===== config.mk =====
export PLATFORM = sky130hd
export DESIGN_NAME = branch_resolve
export DESIGN_NICKNAME = d
export VERILOG_FILES = /design/src/rtl/rv32_branch_pkg.sv /design/src/rtl/branch_resolve_decide.sv /design/src/rtl/branch_resolve.sv
export SDC_FILE = /design/constraint.sdc
export NUM_CORES = 1
export LEC_CHECK = 0
export ABC_AREA = 1
export ABC_CLOCK_PERIOD_IN_PS = 1600
export BUFFER_PORTS_ARGS = -buffer_cell sky130_fd_sc_hd__buf_2
export CAP_MARGIN = 20
export CORE_AREA = 3 3 120 122
export CTS_CLUSTER_DIAMETER = 120
export CTS_CLUSTER_SIZE = 8
export DETAILED_ROUTE_END_ITERATION = 16
export DIE_AREA = 0 0 123 125
export MAX_ROUTING_LAYER = met4
export PLACE_DENSITY = 0.67
export SLEW_MARGIN = 30
export SYNTH_ARGS = -nofsm -noshare
export SYNTH_HDL_FRONTEND = slang
export SYNTH_SLANG_ARGS = --single-unit

===== constraint.sdc =====
create_clock -name clk -period 1.6 [get_ports clk]
set_input_delay 0.08 -clock clk [delete_from_list [all_inputs] [get_ports clk]]
set_output_delay 0.08 -clock clk [all_outputs]
set_load 0.01 [all_outputs]

===== src/rtl/rv32_branch_pkg.sv =====
// Shared definitions for the branch-resolve block.
//   - RV32I conditional-branch funct3 codes
//   - FSM state encoding for the redirect/flush sequencer
package rv32_branch_pkg;

  localparam logic [2:0] F3_BEQ  = 3'b000;
  localparam logic [2:0] F3_BNE  = 3'b001;
  localparam logic [2:0] F3_BLT  = 3'b100;
  localparam logic [2:0] F3_BGE  = 3'b101;
  localparam logic [2:0] F3_BLTU = 3'b110;
  localparam logic [2:0] F3_BGEU = 3'b111;

  typedef enum logic [1:0] {
    IDLE     = 2'd0,
    REDIRECT = 2'd1,
    FLUSH    = 2'd2
  } brState_e;

endpackage


===== src/rtl/branch_resolve_decide.sv =====
// branch_decide: pure combinational branch outcome.
//   valid, jump, funct3 : instruction in EX
//   brEq, brLt          : comparator flags
//   taken               : branch/jump redirects the PC
//   illegalF3           : funct3 010/011 on a conditional branch
//   brUn                : comparator unsigned select
module branch_decide
  import rv32_branch_pkg::*;
(
  input  logic       valid,
  input  logic       jump,
  input  logic [2:0] funct3,
  input  logic       brEq,
  input  logic       brLt,
  output logic       taken,
  output logic       illegalF3,
  output logic       brUn
);

  // funct3[1] separates BLTU/BGEU from the signed compares.
  assign brUn      = valid & ~jump & funct3[1];
  assign illegalF3 = ~jump & (funct3[2:1] == 2'b01);

  always_comb begin
    taken = 1'b0;
    if (jump) begin
      taken = 1'b1;
    end else begin
      unique case (funct3)
        F3_BEQ:           taken = brEq;
        F3_BNE:           taken = ~brEq;
        F3_BLT, F3_BLTU:  taken = brLt;
        F3_BGE, F3_BGEU:  taken = ~brLt;
        default:          taken = 1'b0;
      endcase
    end
  end

endmodule


===== src/rtl/branch_resolve.sv =====
// branch_resolve: resolves EX-stage branches/jumps, drives the PC redirect
// and the front-end flush, and counts branch events for debug.
//   clk, rst_n            : clock, async active-low reset
//   br_valid/funct3/jump  : branch/jump in EX; br_target its target
//   BrEQ, BrLT / BrUN     : comparator flags in / unsigned select out
//   br_ready              : a branch can be accepted this cycle
//   pc_sel, pc_target     : registered PC-mux redirect
//   flush                 : registered IF/ID squash, FLUSH_CYC cycles long
//   illegal               : one-cycle pulse after accepting funct3 010/011
//   cnt_clr, cnt_branch, cnt_taken : debug event counters
module branch_resolve
  import rv32_branch_pkg::*;
#(
  parameter int DATA_W    = 32,
  parameter int FLUSH_CYC = 2,
  parameter int CNT_W     = 32
) (
  input  logic              clk,
  input  logic              rst_n,
  input  logic              br_valid,
  input  logic [2:0]        br_funct3,
  input  logic              br_jump,
  input  logic [DATA_W-1:0] br_target,
  input  logic              BrEQ,
  input  logic              BrLT,
  output logic              BrUN,
  output logic              br_ready,
  output logic              pc_sel,
  output logic [DATA_W-1:0] pc_target,
  output logic              flush,
  output logic              illegal,
  input  logic              cnt_clr,
  output logic [CNT_W-1:0]  cnt_branch,
  output logic [CNT_W-1:0]  cnt_taken
);

  localparam logic [2:0] FlushInit = 3'(FLUSH_CYC - 1);

  brState_e   state, stateNext;
  logic [2:0] flushCnt;
  logic       taken, illegalF3, accept, takeBranch, condAccept;

  branch_decide uDecide (
    .valid     (br_valid),
    .jump      (br_jump),
    .funct3    (br_funct3),
    .brEq      (BrEQ),
    .brLt      (BrLT),
    .taken     (taken),
    .illegalF3 (illegalF3),
    .brUn      (BrUN)
  );

  assign br_ready   = (state == IDLE);
  assign accept     = br_valid & br_ready;
  assign takeBranch = accept & taken;
  assign condAccept = accept & ~br_jump;

  always_ff @(posedge clk or negedge rst_n) begin
    if (!rst_n) state <= IDLE;
    else        state <= stateNext;
  end

  // flushCnt holds the flush cycles still owed after the current one;
  // REDIRECT counts as the first flush cycle.
  always_comb begin
    stateNext = state;
    unique case (state)
      IDLE:     if (takeBranch) stateNext = REDIRECT;
      REDIRECT: stateNext = (flushCnt == 3'd0) ? IDLE : FLUSH;
      FLUSH:    if (flushCnt <= 3'd1) stateNext = IDLE;
      default:  stateNext = IDLE;
    endcase
  end

  always_ff @(posedge clk or negedge rst_n) begin
    if (!rst_n) begin
      pc_sel    <= 1'b0;
      pc_target <= '0;
      flush     <= 1'b0;
      illegal   <= 1'b0;
      flushCnt  <= '0;
    end else begin
      pc_sel  <= (state == IDLE) & takeBranch;
      flush   <= (stateNext != IDLE);
      illegal <= condAccept & illegalF3;
      if ((state == IDLE) && takeBranch) begin
        pc_target <= br_target;
        flushCnt  <= FlushInit;
      end else if (state == FLUSH) begin
        flushCnt  <= flushCnt - 3'd1;
      end
    end
  end

  always_ff @(posedge clk or negedge rst_n) begin
    if (!rst_n) begin
      cnt_branch <= '0;
      cnt_taken  <= '0;
    end else if (cnt_clr) begin
      cnt_branch <= '0;
      cnt_taken  <= '0;
    end else if (condAccept) begin
      cnt_branch <= cnt_branch + CNT_W'(1);
      if (taken) cnt_taken <= cnt_taken + CNT_W'(1);
    end
  end

endmodule


==> qor.yml, run 1 <==
nets: 1101
final-hold-violation-count: 0
p_leak_nw: 3.96
cts_max_level: 3
place_congestion: 0.941
antenna_found_initial: 0
firstDrtPassIters: 5
yosys_warnings: 0
initial_core_util_pct: 44.5
hpwlAfterDp_mm: 12.4
crit_fanout: 5
final_cells: 1236
numCtsBuffers: 9
ir_worst_vdd_mv: 0.746
grt_max_degree: 49
endpoint_kind: "flop"
place_inst: 1183
cts-root-buf: "clkbuf_16"
finClkSkew_ns: 0.00912
max_slew_margin_pct: 74.8
wl_mm: 17.1
grt_pass1_wl_mm: 28.6
ys_ff_latch: 104
cp.required_ns: 1.82
power_density_mw_per_mm2: 1000
cp_cell_sequence: "ha_2 -> nand3_2 -> nor2_4 -> nand2_1 -> inv_1 -> nand2_1 -> nand4_1 -> o21ai_0"
ys_types: 32
cp_slowest_cell: "dfrtp_1"
netlist_area_mm2: 0.00592
grt_overflow_total: 0
dieHeight_um: 125
drtIter0Drc: 387
clockBufferDepth: 2
layout_min_cycle_time_ns: 1.49
die_x_um: 123
fp.dieArea_mm2: 0.0154
clk_pin_slew_worst_paths_ns: 0.08
cp_common_cell: "nand2_1"
rows: 42
drc: 0
grt_pass1_vias: 5755
worstHoldPathType: "in2async"
drive_gt1_share_pct: 22.4
status: "finished clean"
syn_nets: 902
path_class: "reg2reg"
synth_top_area_cell: "dfrtp_1"
critPathLaunchType: "flop"
critPathArrivalTime_ns: 1.71
ys_seq_area_share_pct: 44.0
dpl_cell_area_mm2: 0.00698
clkLatencyLatePin_ns: 0.35
slowest_delay_ns: 0.42
num_vias: 6084
syn_avg_cell_area_um2: 6.92
synthTopCellsByArea: "dfrtp_1 (44%), nand2_1 (24%), nor2_1 (7.2%), nand4_1 (4.3%), nand3_1 (4.3%)"
fin_crit_sh_pct: 93.0
worst_slew_pin_slew_ns: 0.378
n_antenna_cell: 0
io_pins: 143
post_drt_wl_per_cell_um: 13.9
grt_util_all_layers_pct: 23.4
ant_nets: 0
synth_top_area_share_pct: 44.0
area_delta_synth_final_pct: 30.6
final_max_slew_viol_count: 0
drv_cap: 0
io_buffers: 142
clock_sinks: 104
synth_cells: 856
core_area_mm2: 0.0133
rsz0062_at_grt: "true"
clock.fmax_mhz: 672
finalSetupViolCount: 0
vias_per_cell: 4.92
cts_tree: "built"
postLayoutCellArea_mm2: 0.00773
-- registers in the layout (all words and copies together) (netlist names) --
name,cells
state,2
flush,1
flushCnt,3
cnt_taken,32
cnt_branch,32
pc_target,32
illegal,1
pc_sel,1
-- cells by family after synthesis --
family,synth area share (%)
adders and majority gates,0.846
buffers and inverters,7.40
DFF,44.0
AOI/OAI and AO/OA,3.00
xor gates and xnor gates,1.18
and+or+nand+nor,43.6
-- cells in the final DEF, fill, tap and decap left out, drive strengths merged --
master / n
a211oi: 1
a21oi: 8
a2bb2oi: 1
and3: 1
buf: 175
bufinv: 1
clkbuf: 9
clkinv: 3
clkinvlp: 1
dfrtp: 104
dlygate4sd3: 34
ha: 4
inv: 75
nand2: 388
nand3: 52
nand3b: 2
nand4: 42
nor2: 122
nor3: 2
o21a: 1
o21ai: 22
or2: 4
xnor2: 1
xor2: 7
-- worst max-delay path, delay by kind of cell (launching register included) --
kind                       cells  cell delay (ns)
adders and majority gates      1             0.24
AOI/OAI and AO/OA              1             0.09
buffers and inverters          1             0.10
DFF                            1             0.42
and+or+nand+nor                5             0.51
-- per-layer routing --
metal / wire length [um] / up-vias / GRT usage, %
met5: 0 / - / -
met4: 163 / 0 / 5.99
met3: 1100 / 12 / 2.80
met1: 8140 / 2775 / 33.5
met2: 7740 / 209 / 35.4
li1: - / 3088 / -
-- cells in the mapped netlist --
cell	instances
dfrtp_1	104
inv_4	2
nand3_2	1
ha_1	4
a21oi_1	7
and3_1	1
o21ai_0	21
xnor2_1	1
inv_1	67
buf_2	7
nand3_1	51
buf_4	5
nand3b_1	2
nand4_1	41
nand4_4	1
buf_1	2
nor3_1	2
nor2_4	5
or2_2	4
nor2_2	3
nand2_4	2
a2bb2oi_1	1
a211oi_1	1
nand2_1	383
xor2_1	7
inv_2	4
a21oi_2	1
o21ai_1	1
buf_6	7
nand2_2	3
o21a_1	1
nor2_1	114
-- final timing paths --
path	end	slack (ns)	cells after the start	start
hold reg to reg	pc_target[21]	0.48	2	pc_target[21]
setup / recovery	cnt_taken[10]	0.11	8	cnt_taken[1]
setup reg to reg	cnt_taken[10]	0.11	8	cnt_taken[1]
min in group clk	illegal	0.10	4	br_jump
hold / removal	cnt_branch[27]	0.10	2	rst_n
max in group asynchronous	cnt_taken[14]	0.99	3	rst_n
-- through the flow --
step	utilization (%)	power [mW]	setup slack, ns	setup TNS (ns)	hold WS (ns)
global placement	52.5	5.31	-0.00323	-0.00323	-0.0714
global route	58.1	8.17	-0.0125	-0.0145	0.117
finish	58.1	7.73	0.111	0	0.102
detailed placement	52.5	5.34	0.0348	0	-0.0709
CTS	57.5	7.77	0.0249	0	0.0879
floorplan	-	4.50	0.0430	0	-0.216
-- what timing repair did --
action | in CTS | in global routing
gates resized for setup | 0 | 25
hold endpoints to repair | 137 | 0
setup endpoints to repair | 0 | 31
hold buffers | 34 | 0
buffers inserted | 0 | 3
-- power breakdown --
| group | switching [mW] | internal (mW) | total (mW) |
|---|---|---|---|
| sequential | 0.283 | 3.11 | 3.39 |
| combinational | 1.19 | 0.799 | 1.99 |
| clock | 1.10 | 1.25 | 2.35 |
-- final cells by class --
cell class	instances	area (um2)
well taps	176	220
repair buffers	209	1360
clock buffers	9	225
inverters	73	282
flip-flops and latches	104	2610
fillers	1227	5570
multi-input cells	658	2940
clock inverters	7	91.3
No activity file was read; power rests on OpenSTA's default activity.
==> run 2, diff against run 1 <==
Settings changed: ABC_CLOCK_PERIOD_IN_PS 1600 to 1880.
Clock period 1.6 ns to 1.88 ns, I/O delays scaled along.
==> run 2 against run 1 <==
Setup slack better by 0.12 ns. Routed wire length down 1.8%. Final cell count down 1.7%. Register-to-register slack better by 0.12 ns. Clock skew down 0.0027 ns. Global-route usage down 0.29 points. Critical path type unchanged. Highest routed layer unchanged.
==> qor.yml, run 2 (synthesis gave the netlist of run 1 again) <==
hpwlAfterDp_mm: 11.8
ir_worst_vdd_mv: 0.722
io_buffers: 142
post_drt_wl_per_cell_um: 13.8
drive_gt1_share_pct: 18.9
swShare_pct: 32.9
final_max_slew_viol_count: 0
numCtsBuffers: 9
p_comb_share_pct: 25.2
path_class: "reg2reg"
n_antenna_cell: 0
layout_min_cycle_time_ns: 1.65
final-hold-violation-count: 0
core_area_mm2: 0.0133
postCtsResizedCells: 0
endpoint_kind: "flop"
status: "finished clean"
area_delta_synth_final_pct: 26.0
dieHeight_um: 125
finalSetupViolCount: 0
worst-r2r-setup-slack_ns: 0.23
critPathLaunchType: "flop"
rsz0062_at_grt: "false"
max_slew_margin_pct: 60.6
clock_sinks: 104
die_x_um: 123
power_frac_clock_pct: 30.2
cp_slowest_cell: "dfrtp_1"
nets: 1080
crit_fanout: 6
initial_core_util_pct: 44.5
internal_power_mw: 4.34
drtIter0Drc: 403
drv_cap: 0
cts-root-buf: "clkbuf_16"
grt_max_degree: 105
clockBufferDepth: 2
cts_tree: "built"
num_vias: 6000
mostFrequentLayoutCell: "nand2_1"
place_congestion: 0.903
final_cell_mix: "nand2_1 (383), buf_2 (141), nor2_1 (114), dfrtp_1 (104), inv_1 (67)"
grt_util_all_layers_pct: 23.1
cp.required_ns: 2.12
worstHoldPathType: "in2reg"
fp.dieArea_mm2: 0.0154
critPathArrivalTime_ns: 1.89
finClkSkew_ns: 0.00641
ant_nets: 0
power_density_mw_per_mm2: 868
critPathBufInv: 1
p_seq_share_pct: 44.6
cp_cell_sequence: "ha_1 -> inv_2 -> nor2_4 -> nand3_1 -> nor2_1 -> nand3_1 -> o21ai_1 -> nor2_1"
firstDrtPassIters: 5
vias_per_cell: 4.94
critPathTopFamily: "simple AND/OR/NAND/NOR gates"
clkLatencyLatePin_ns: 0.35
finalSetupTns_ns: 0
fin_crit_sh_pct: 87.9
rows: 42
top_regs: "cnt_branch: 32 flops, cnt_taken: 32 flops, pc_target: 32 flops"
clk_pin_slew_worst_paths_ns: 0.07
drc: 0
antenna_found_initial: 0
setup_ws_ns: 0.227
io_pins: 143
clock.fmax_mhz: 605
grt_pass1_vias: 5650
grt_pass1_wl_mm: 28.1
wl_mm: 16.8
grt_overflow_total: 0
pre_cts_slack_ns: 0.262
slowest_delay_ns: 0.40
p_leak_nw: 3.84
worst_slew_pin_slew_ns: 0.591
switching_power_mw: 2.13
cts_max_level: 3
## run 2: cell types whose count changed in the layout (fill, tap and decap cells not counted), moves of 2 or more
cell     delta
nand3_1     +2
nand2_2     -2
nor2_2      -9
buf_4      -18
dfrtp_2     -3
buf_12      -3
nor2_4      -3
nand3_2     -2
nand2_1     +2
dfrtp_1     +3
nor2_1     +12
## run 2: worst paths after layout
check,end,startpoint,cells after the start
setup / recovery,cnt_branch[24],cnt_branch[1],8
hold / removal,illegal,br_jump,4
setup reg to reg,cnt_branch[24],cnt_branch[1],8
hold reg to reg,pc_target[21],pc_target[21],2
max in group asynchronous,cnt_branch[8],rst_n,3
min in group asynchronous,cnt_branch[29],rst_n,3
## run 2: final cells by class
cell class	instances	area [um2]
clock buffer	10	239
clock inverter	6	67.6
timing repair buffer	188	1170
multi-input combinational	658	2880
fill	1309	5840
sequential	104	2600
tap	176	220
inverter	73	279
## run 2: timing repair
item	in CTS	in global routing
buffers inserted	0	0
hold buffers	34	0
endpoints found under the setup margin	0	0
hold endpoints to repair	137	0
## run 2: metrics by stage
| step | cell area, um2 | power (mW) | utilization, % | instances | hold slack, ns |
|---|---|---|---|---|---|
| after global placement | 6810 | 4.46 | 51.2 | 1165 | 0.216 |
| after detailed placement | 6810 | 4.47 | 51.2 | 1165 | 0.212 |
| after global routing | 7460 | 6.86 | 56.1 | 1215 | 0.120 |
| after CTS | 7460 | 6.52 | 56.1 | 1215 | 0.113 |
| final | 7460 | 6.47 | 56.1 | 1215 | 0.108 |
| after floorplan | 5920 | 3.83 | - | 856 | -0.202 |
## run 2: worst reg2reg max path, delay by kind of cell, from the launching register on
family          cells  cell delay (ns)
compound gates      1             0.13
buf+inv             1             0.09
simple gates        5             0.66
fa+ha+maj           1             0.27
flops               1             0.40
## run 2: layer usage
layer  share of wire [%]  track usage, %
met5                   0               -
met4                 1.4            7.30
met3                 7.3            4.07
met2                  45            33.8
met1                  47            32.8
## run 2: power by group through the flow
stage / registers (mW) / clock network (mW) / logic [mW]
2_1_floorplan: 3.08 / 0 / 0.748
3_3_place_gp: 2.91 / 0 / 1.54
3_5_place_dp: 2.89 / 0 / 1.58
4_1_cts: 2.88 / 2.02 / 1.63
5_1_grt: 2.93 / 2.09 / 1.84
6_report: 2.88 / 1.95 / 1.63
